<file path="config.mk">
export PLATFORM = sky130hd
export DESIGN_NAME = strng_sample_ctrl
export DESIGN_NICKNAME = d
export VERILOG_FILES = /design/src/rtl/strng_sample_ctrl.sv
export SDC_FILE = /design/constraint.sdc
export NUM_CORES = 1
export LEC_CHECK = 0
export CAP_MARGIN = 20
export CORE_ASPECT_RATIO = 0.8
export CORE_UTILIZATION = 60
export CTS_CLUSTER_DIAMETER = 80
export DETAILED_ROUTE_END_ITERATION = 6
export GPL_ROUTABILITY_DRIVEN = 0
export PLACE_DENSITY = 0.94
export SLEW_MARGIN = 20
export SYNTH_ARGS = -nofsm -noshare
export SYNTH_HDL_FRONTEND = slang
export SYNTH_SLANG_ARGS = --single-unit
export TNS_END_PERCENT = 10
</file>
<file path="constraint.sdc">
create_clock -name clk -period 7.85 [get_ports clk]
set_input_delay 1.9625 -clock clk [delete_from_list [all_inputs] [get_ports clk]]
set_output_delay 1.9625 -clock clk [all_outputs]
set_load 0.01 [all_outputs]
</file>
<file path="src/rtl/strng_sample_ctrl.sv">
// Sample sequencer for the STR TRNG core: strobe divider, warm-up discard,
// repetition-count health test and a 4-entry first-word-fall-through output FIFO.
module strng_sample_ctrl #(
  parameter int DIV_W          = 8,
  parameter int WARMUP_SAMPLES = 256,
  parameter int RCT_LIMIT      = 32
) (
  input  logic             clk,
  input  logic             rstn,
  input  logic             en,
  input  logic [DIV_W-1:0] div_val,
  output logic             smp_en,
  input  logic [7:0]       rnd_in,
  output logic [7:0]       out_data,
  output logic             out_valid,
  input  logic             out_ready,
  output logic             busy,
  output logic             fault,
  output logic             ovf,
  input  logic             clr_fault,
  output logic [2:0]       fifo_level
);

  typedef enum logic [1:0] {S_IDLE, S_WARMUP, S_RUN, S_FAULT} state_e;

  localparam logic [15:0] WARM_LAST = 16'(WARMUP_SAMPLES - 1);
  localparam logic [7:0]  RCT_LIM   = 8'(RCT_LIMIT);

  state_e           state_q, state_d;
  logic [DIV_W-1:0] div_q, div_d;
  logic             smp_q, smp_d;
  logic             cap_q, cap_d;
  logic [15:0]      warm_q, warm_d;
  logic [7:0]       rep_q, rep_d;
  logic [7:0]       prev_q, prev_d;
  logic             ovf_q, ovf_d;
  logic [1:0]       wr_q, wr_d;
  logic [1:0]       rd_q, rd_d;
  logic [2:0]       lvl_q, lvl_d;
  logic [7:0]       mem_q [4];

  logic       active_q, active_d, div_hit;
  logic       capture, trip, warm_done, start;
  logic       pop, push_req, push, drop, flush;
  logic [7:0] rep_new;

  assign active_q  = (state_q == S_WARMUP) || (state_q == S_RUN);
  assign active_d  = (state_d == S_WARMUP) || (state_d == S_RUN);
  assign div_hit   = (div_q >= div_val);
  // The core presents its byte one cycle after the strobe; drop it if we have left WARMUP/RUN.
  assign capture   = cap_q && active_q;
  assign rep_new   = (rnd_in == prev_q) ? (rep_q + 8'd1) : 8'd1;
  assign trip      = capture && (rep_new == RCT_LIM);
  assign warm_done = capture && (state_q == S_WARMUP) && (warm_q == WARM_LAST);
  assign start     = (state_q == S_IDLE) && (state_d == S_WARMUP);

  always_comb begin
    state_d = state_q;
    case (state_q)
      S_IDLE:   if (en) state_d = S_WARMUP;
      S_WARMUP: begin
        if (trip)           state_d = S_FAULT;
        else if (!en)       state_d = S_IDLE;
        else if (warm_done) state_d = S_RUN;
      end
      S_RUN: begin
        if (trip)     state_d = S_FAULT;
        else if (!en) state_d = S_IDLE;
      end
      S_FAULT:  if (clr_fault) state_d = S_IDLE;
      default:  state_d = S_IDLE;
    endcase
  end

  // Strobe is suppressed when the next state is idle/fault so it never outlives a transition.
  always_comb begin
    div_d = '0;
    if (active_q && !div_hit) div_d = div_q + DIV_W'(1);
    smp_d = active_q && active_d && div_hit;
    cap_d = smp_q;
  end

  always_comb begin
    warm_d = warm_q;
    rep_d  = rep_q;
    prev_d = prev_q;
    if (start) begin
      warm_d = '0;
      rep_d  = '0;
      prev_d = '0;
    end else if (capture) begin
      rep_d  = rep_new;
      prev_d = rnd_in;
      if (state_q == S_WARMUP) warm_d = warm_q + 16'd1;
    end
  end

  // A push is allowed into a full FIFO only when the head leaves in the same cycle.
  assign pop      = (lvl_q != 3'd0) && out_ready;
  assign push_req = capture && (state_q == S_RUN) && !trip;
  assign push     = push_req && ((lvl_q != 3'd4) || pop);
  assign drop     = push_req && (lvl_q == 3'd4) && !pop;
  assign flush    = (state_d == S_FAULT) && (state_q != S_FAULT);

  always_comb begin
    wr_d  = wr_q + {1'b0, push};
    rd_d  = rd_q + {1'b0, pop};
    lvl_d = lvl_q + {2'b00, push} - {2'b00, pop};
    if (flush) begin
      wr_d  = '0;
      rd_d  = '0;
      lvl_d = '0;
    end
    ovf_d = ovf_q;
    if (clr_fault) ovf_d = 1'b0;
    if (drop)      ovf_d = 1'b1;
  end

  always_ff @(posedge clk or negedge rstn) begin
    if (!rstn) begin
      state_q <= S_IDLE;
      div_q   <= '0;
      smp_q   <= 1'b0;
      cap_q   <= 1'b0;
      warm_q  <= '0;
      rep_q   <= '0;
      prev_q  <= '0;
      ovf_q   <= 1'b0;
      wr_q    <= '0;
      rd_q    <= '0;
      lvl_q   <= '0;
      for (int i = 0; i < 4; i++) mem_q[i] <= '0;
    end else begin
      state_q <= state_d;
      div_q   <= div_d;
      smp_q   <= smp_d;
      cap_q   <= cap_d;
      warm_q  <= warm_d;
      rep_q   <= rep_d;
      prev_q  <= prev_d;
      ovf_q   <= ovf_d;
      wr_q    <= wr_d;
      rd_q    <= rd_d;
      lvl_q   <= lvl_d;
      if (push) mem_q[wr_q] <= rnd_in;
    end
  end

  assign smp_en     = smp_q;
  assign out_data   = mem_q[rd_q];
  assign out_valid  = (lvl_q != 3'd0);
  assign busy       = (state_q == S_WARMUP);
  assign fault      = (state_q == S_FAULT);
  assign ovf        = ovf_q;
  assign fifo_level = lvl_q;

endmodule

</file>
==> results.py <==
metrics = {
    "timing": {
        "min_period_over_period_pct": 69.9,
        "hold_viol_final": 0,
        "fin_skew_ns": 0.0134,
        "setup_viol": 0,
        "rsz0062_at_grt": "false",
        "tightest_slew_ns": 0.947,
        "fin_setup_tns_ns": 0,
        "finalCriticalPeriod_ns": 5.48,
        "fmax_mhz": 182,
        "relSlewSlack_pct": 36.9,
        "finalMaxSlewViolations": 0,
    },
    "synth": {
        "syn_area_mm2": 0.00441,
        "synth_warnings": 0,
        "seq_area_frac_synth_pct": 47.7,
        "synth_nets": 443,
        "ys_ff_latch": 84,
        "synth.distinct_cells": 47,
        "synth_ff_type": "dfrtp_1",
        "synthCells": 400,
        "synth_edf_count": 0,
        "synthArstFlopShare_pct": 100,
        "avgSynthCellArea_um2": 11.0,
    },
    "global_routing": {
        "grt_pass1_wl_um": 15000,
        "grt_pass1_vias": 3200,
        "grt_overflow": 0,
        "grt_antenna_before_repair": 0,
        "grt_use_total_pct": 25.3,
        "grt_max_degree": 85,
    },
    "drt": {
        "drt-pass1-iter-count": 6,
        "drt-initial-drc-count": 176,
        "ant_nets": 0,
        "drcViolationCount": 5,
        "routed_wl_um": 8660,
        "vias_per_cell": 5.87,
        "num_vias": 3098,
        "wire_per_inst_um": 16.4,
    },
    "floorplan": {
        "initial_utilization_pct": 63.0,
        "die_h_um": 78.7,
        "num_rows": 27,
        "die_x_um": 97.8,
        "die_area_mm2": 0.00769,
        "io-pin-count": 37,
        "core_area_mm2": 0.00699,
    },
    "power": {
        "worst_ir_drop_vdd_mv": 0.119,
        "finalPower_uw": 868,
        "power.density_mw_per_mm2": 174,
        "p_leak_uw": 0.00230,
    },
    "cts": {
        "cts_buffer_depth": 2,
        "ctsResizeCount": 0,
        "htree_levels": 3,
        "cts_setup_buffers": 0,
        "clk_pin_slew_ns": 0.08,
        "cts.sinks": 84,
        "cts_tree": "built",
        "clkLatencyLatePin_ns": 0.36,
        "cts-root-buf": "clkbuf_8",
        "hold_buffers": 0,
        "cts_buffers": 9,
    },
    "place": {
        "portBuffers": 36,
        "hpwl_um": 6200,
        "place_area_mm2": 0.00482,
    },
    "outcome": {
        "status": "finished, violations left",
        "violations": "DRC",
    },
    "hold_path": {
        "hold_path.class": "reg2reg",
    },
    "setup_path": {
        "cpPeakStageDelay_ns": 0.76,
        "cpMostUsedCell": "o21ai_0",
        "endpoint_kind": "flop",
        "worstPathCellList": "clkdlybuf4s50_1 -> xor2_1 -> nor4_2 -> and3_1 -> nand4_4 -> or3_1 -> o21ai_0 -> ha_1 -> and2_1 -> nor2_1 -> o21ai_0 -> o31ai_1",
        "cp.required_ns": 8.09,
        "cp_max_fo": 26,
        "cp.arrival_ns": 5.72,
        "critPathLaunchType": "input port",
        "path_class": "in2reg",
        "crit_slowest_cell": "and2_1",
    },
    "finish": {
        "drive_gt1_share_pct": 14.7,
        "final_area_mm2": 0.00500,
        "num_antenna_cells": 0,
        "final_cell_mix": "84 x dfrtp_1, 42 x nand2_1, 35 x clkdlybuf4s50_1, 25 x nor2_1, 24 x mux2_2",
        "syn2layout_area_growth_pct": 13.5,
        "nets": 479,
        "layout_commonest_cell": "dfrtp_1",
    },
    "job": {
        "timing.max_cap.violations": 0,
    },
}
-- sequential cells by signal (all words and copies together), names as in the netlist --
signal and count:
cap_q 1, div_q 8, fifo_level 3, mem_q 32, ovf 1, prev_q 8, rd_q 2, rep_q 8
smp_en 1, state_q 2, warm_q 16, wr_q 2
-- per-stage QoR --
step | std cells | util (%) | hold WS, ns | worst slack [ns]
floorplan | 400 | - | 0.416 | 3.51
global placement | 512 | 68.9 | 0.382 | 2.26
detailed placement | 512 | 68.9 | 0.380 | 2.06
CTS | 528 | 71.4 | 0.403 | 2.40
global route | 528 | 71.5 | 0.420 | 2.07
finish | 528 | 71.5 | 0.397 | 2.37
-- cell type report --
type                       instances  area [µm²]
multi-input combinational        284        2170
tap                               87         109
sequential                        84        2100
clock buffer                      10         128
fill                             469        1990
clock inverter                     6        47.5
inverter                          21        78.8
timing repair buffer              36         362
-- metal layers --
metal	vias to the layer above	track usage (%)	wire [µm]
met1	1540	31.3	3740
li1	1467	-	-
met3	15	5.70	410
met2	76	44.1	4370
met5	-	0	0
met4	0	8.48	139
-- power by group --
group	switching [µW]	leakage, µW	total, µW	internal, µW
combinational	88.0	0.00110	134	45.6
sequential	12.6	0.00113	456	444
clock	161	0.0000755	278	117
-- synthesized netlist by cell type, types with 2 or more instances --
cell / number / share of area [%]
dfrtp_1: 84 / 48
nand2_1: 42 / 3.6
nor2_1: 25 / 2.1
mux2_2: 24 / 6.1
a21oi_1: 22 / 2.5
ha_1: 21 / 6.0
inv_1: 21 / 1.8
xnor2_1: 17 / 3.4
xor2_1: 17 / 3.4
o21ai_0: 14 / 1.6
nand3_1: 10 / 1.1
nand4_1: 9 / 1.3
clkbuf_1: 8 / 0.68
mux2_4: 8 / 2.7
mux4_2: 8 / 4.1
nor3_1: 8 / 0.91
and3_1: 7 / 0.99
nor2b_1: 6 / 0.85
or3_1: 6 / 0.85
and2_1: 4 / 0.57
nand2_2: 3 / 0.43
nand2b_1: 3 / 0.43
nor4_1: 3 / 0.43
nor4b_1: 3 / 0.60
a21o_1: 2 / 0.34
a31oi_1: 2 / 0.28
o211a_1: 2 / 0.45
o31ai_1: 2 / 0.34
-- worst paths after layout --
path                                         end                 start  slack, ns  depth (start not counted)
max reg2reg                 rep_q[5]$_DFFE_PN0P_  state_q[0]$_DFF_PN0_       3.52                         13
max                         rep_q[5]$_DFFE_PN0P_             rnd_in[1]       2.37                         12
max in group asynchronous  prev_q[4]$_DFFE_PN0P_                  rstn       5.70                          1
min reg2reg                      cap_q$_DFF_PN0_      smp_en$_DFF_PN0_       0.40                          0
min                              cap_q$_DFF_PN0_      smp_en$_DFF_PN0_       0.40                          0
min in group asynchronous  mem_q[18]$_DFFE_PN0P_                  rstn       1.62                          1
-- kinds of logic (layout without fill, tap and decap cells) --
| kind of cell | after synthesis | in the layout | synth area share, % |
|---|---|---|---|
| DFF | 84 | 84 | 47.7 |
| adders and majority gates | 22 | 22 | 6.42 |
| buffers and inverters | 32 | 73 | 2.98 |
| xor gates and xnor gates | 34 | 34 | 6.76 |
| AOI/OAI and AO/OA | 51 | 51 | 6.67 |
| muxes | 41 | 41 | 13.2 |
| and+or+nand+nor | 136 | 136 | 16.3 |
-- worst max-delay path: cells and delay by family --
kind | cells | cell delay (ns)
AOI/OAI and AO/OA | 3 | 0.49
xor gates and xnor gates | 1 | 0.20
adders and majority gates | 1 | 0.22
buffers and inverters | 1 | 0.52
and+or+nand+nor | 6 | 2.32
No activity file was read; power rests on OpenSTA's default activity.
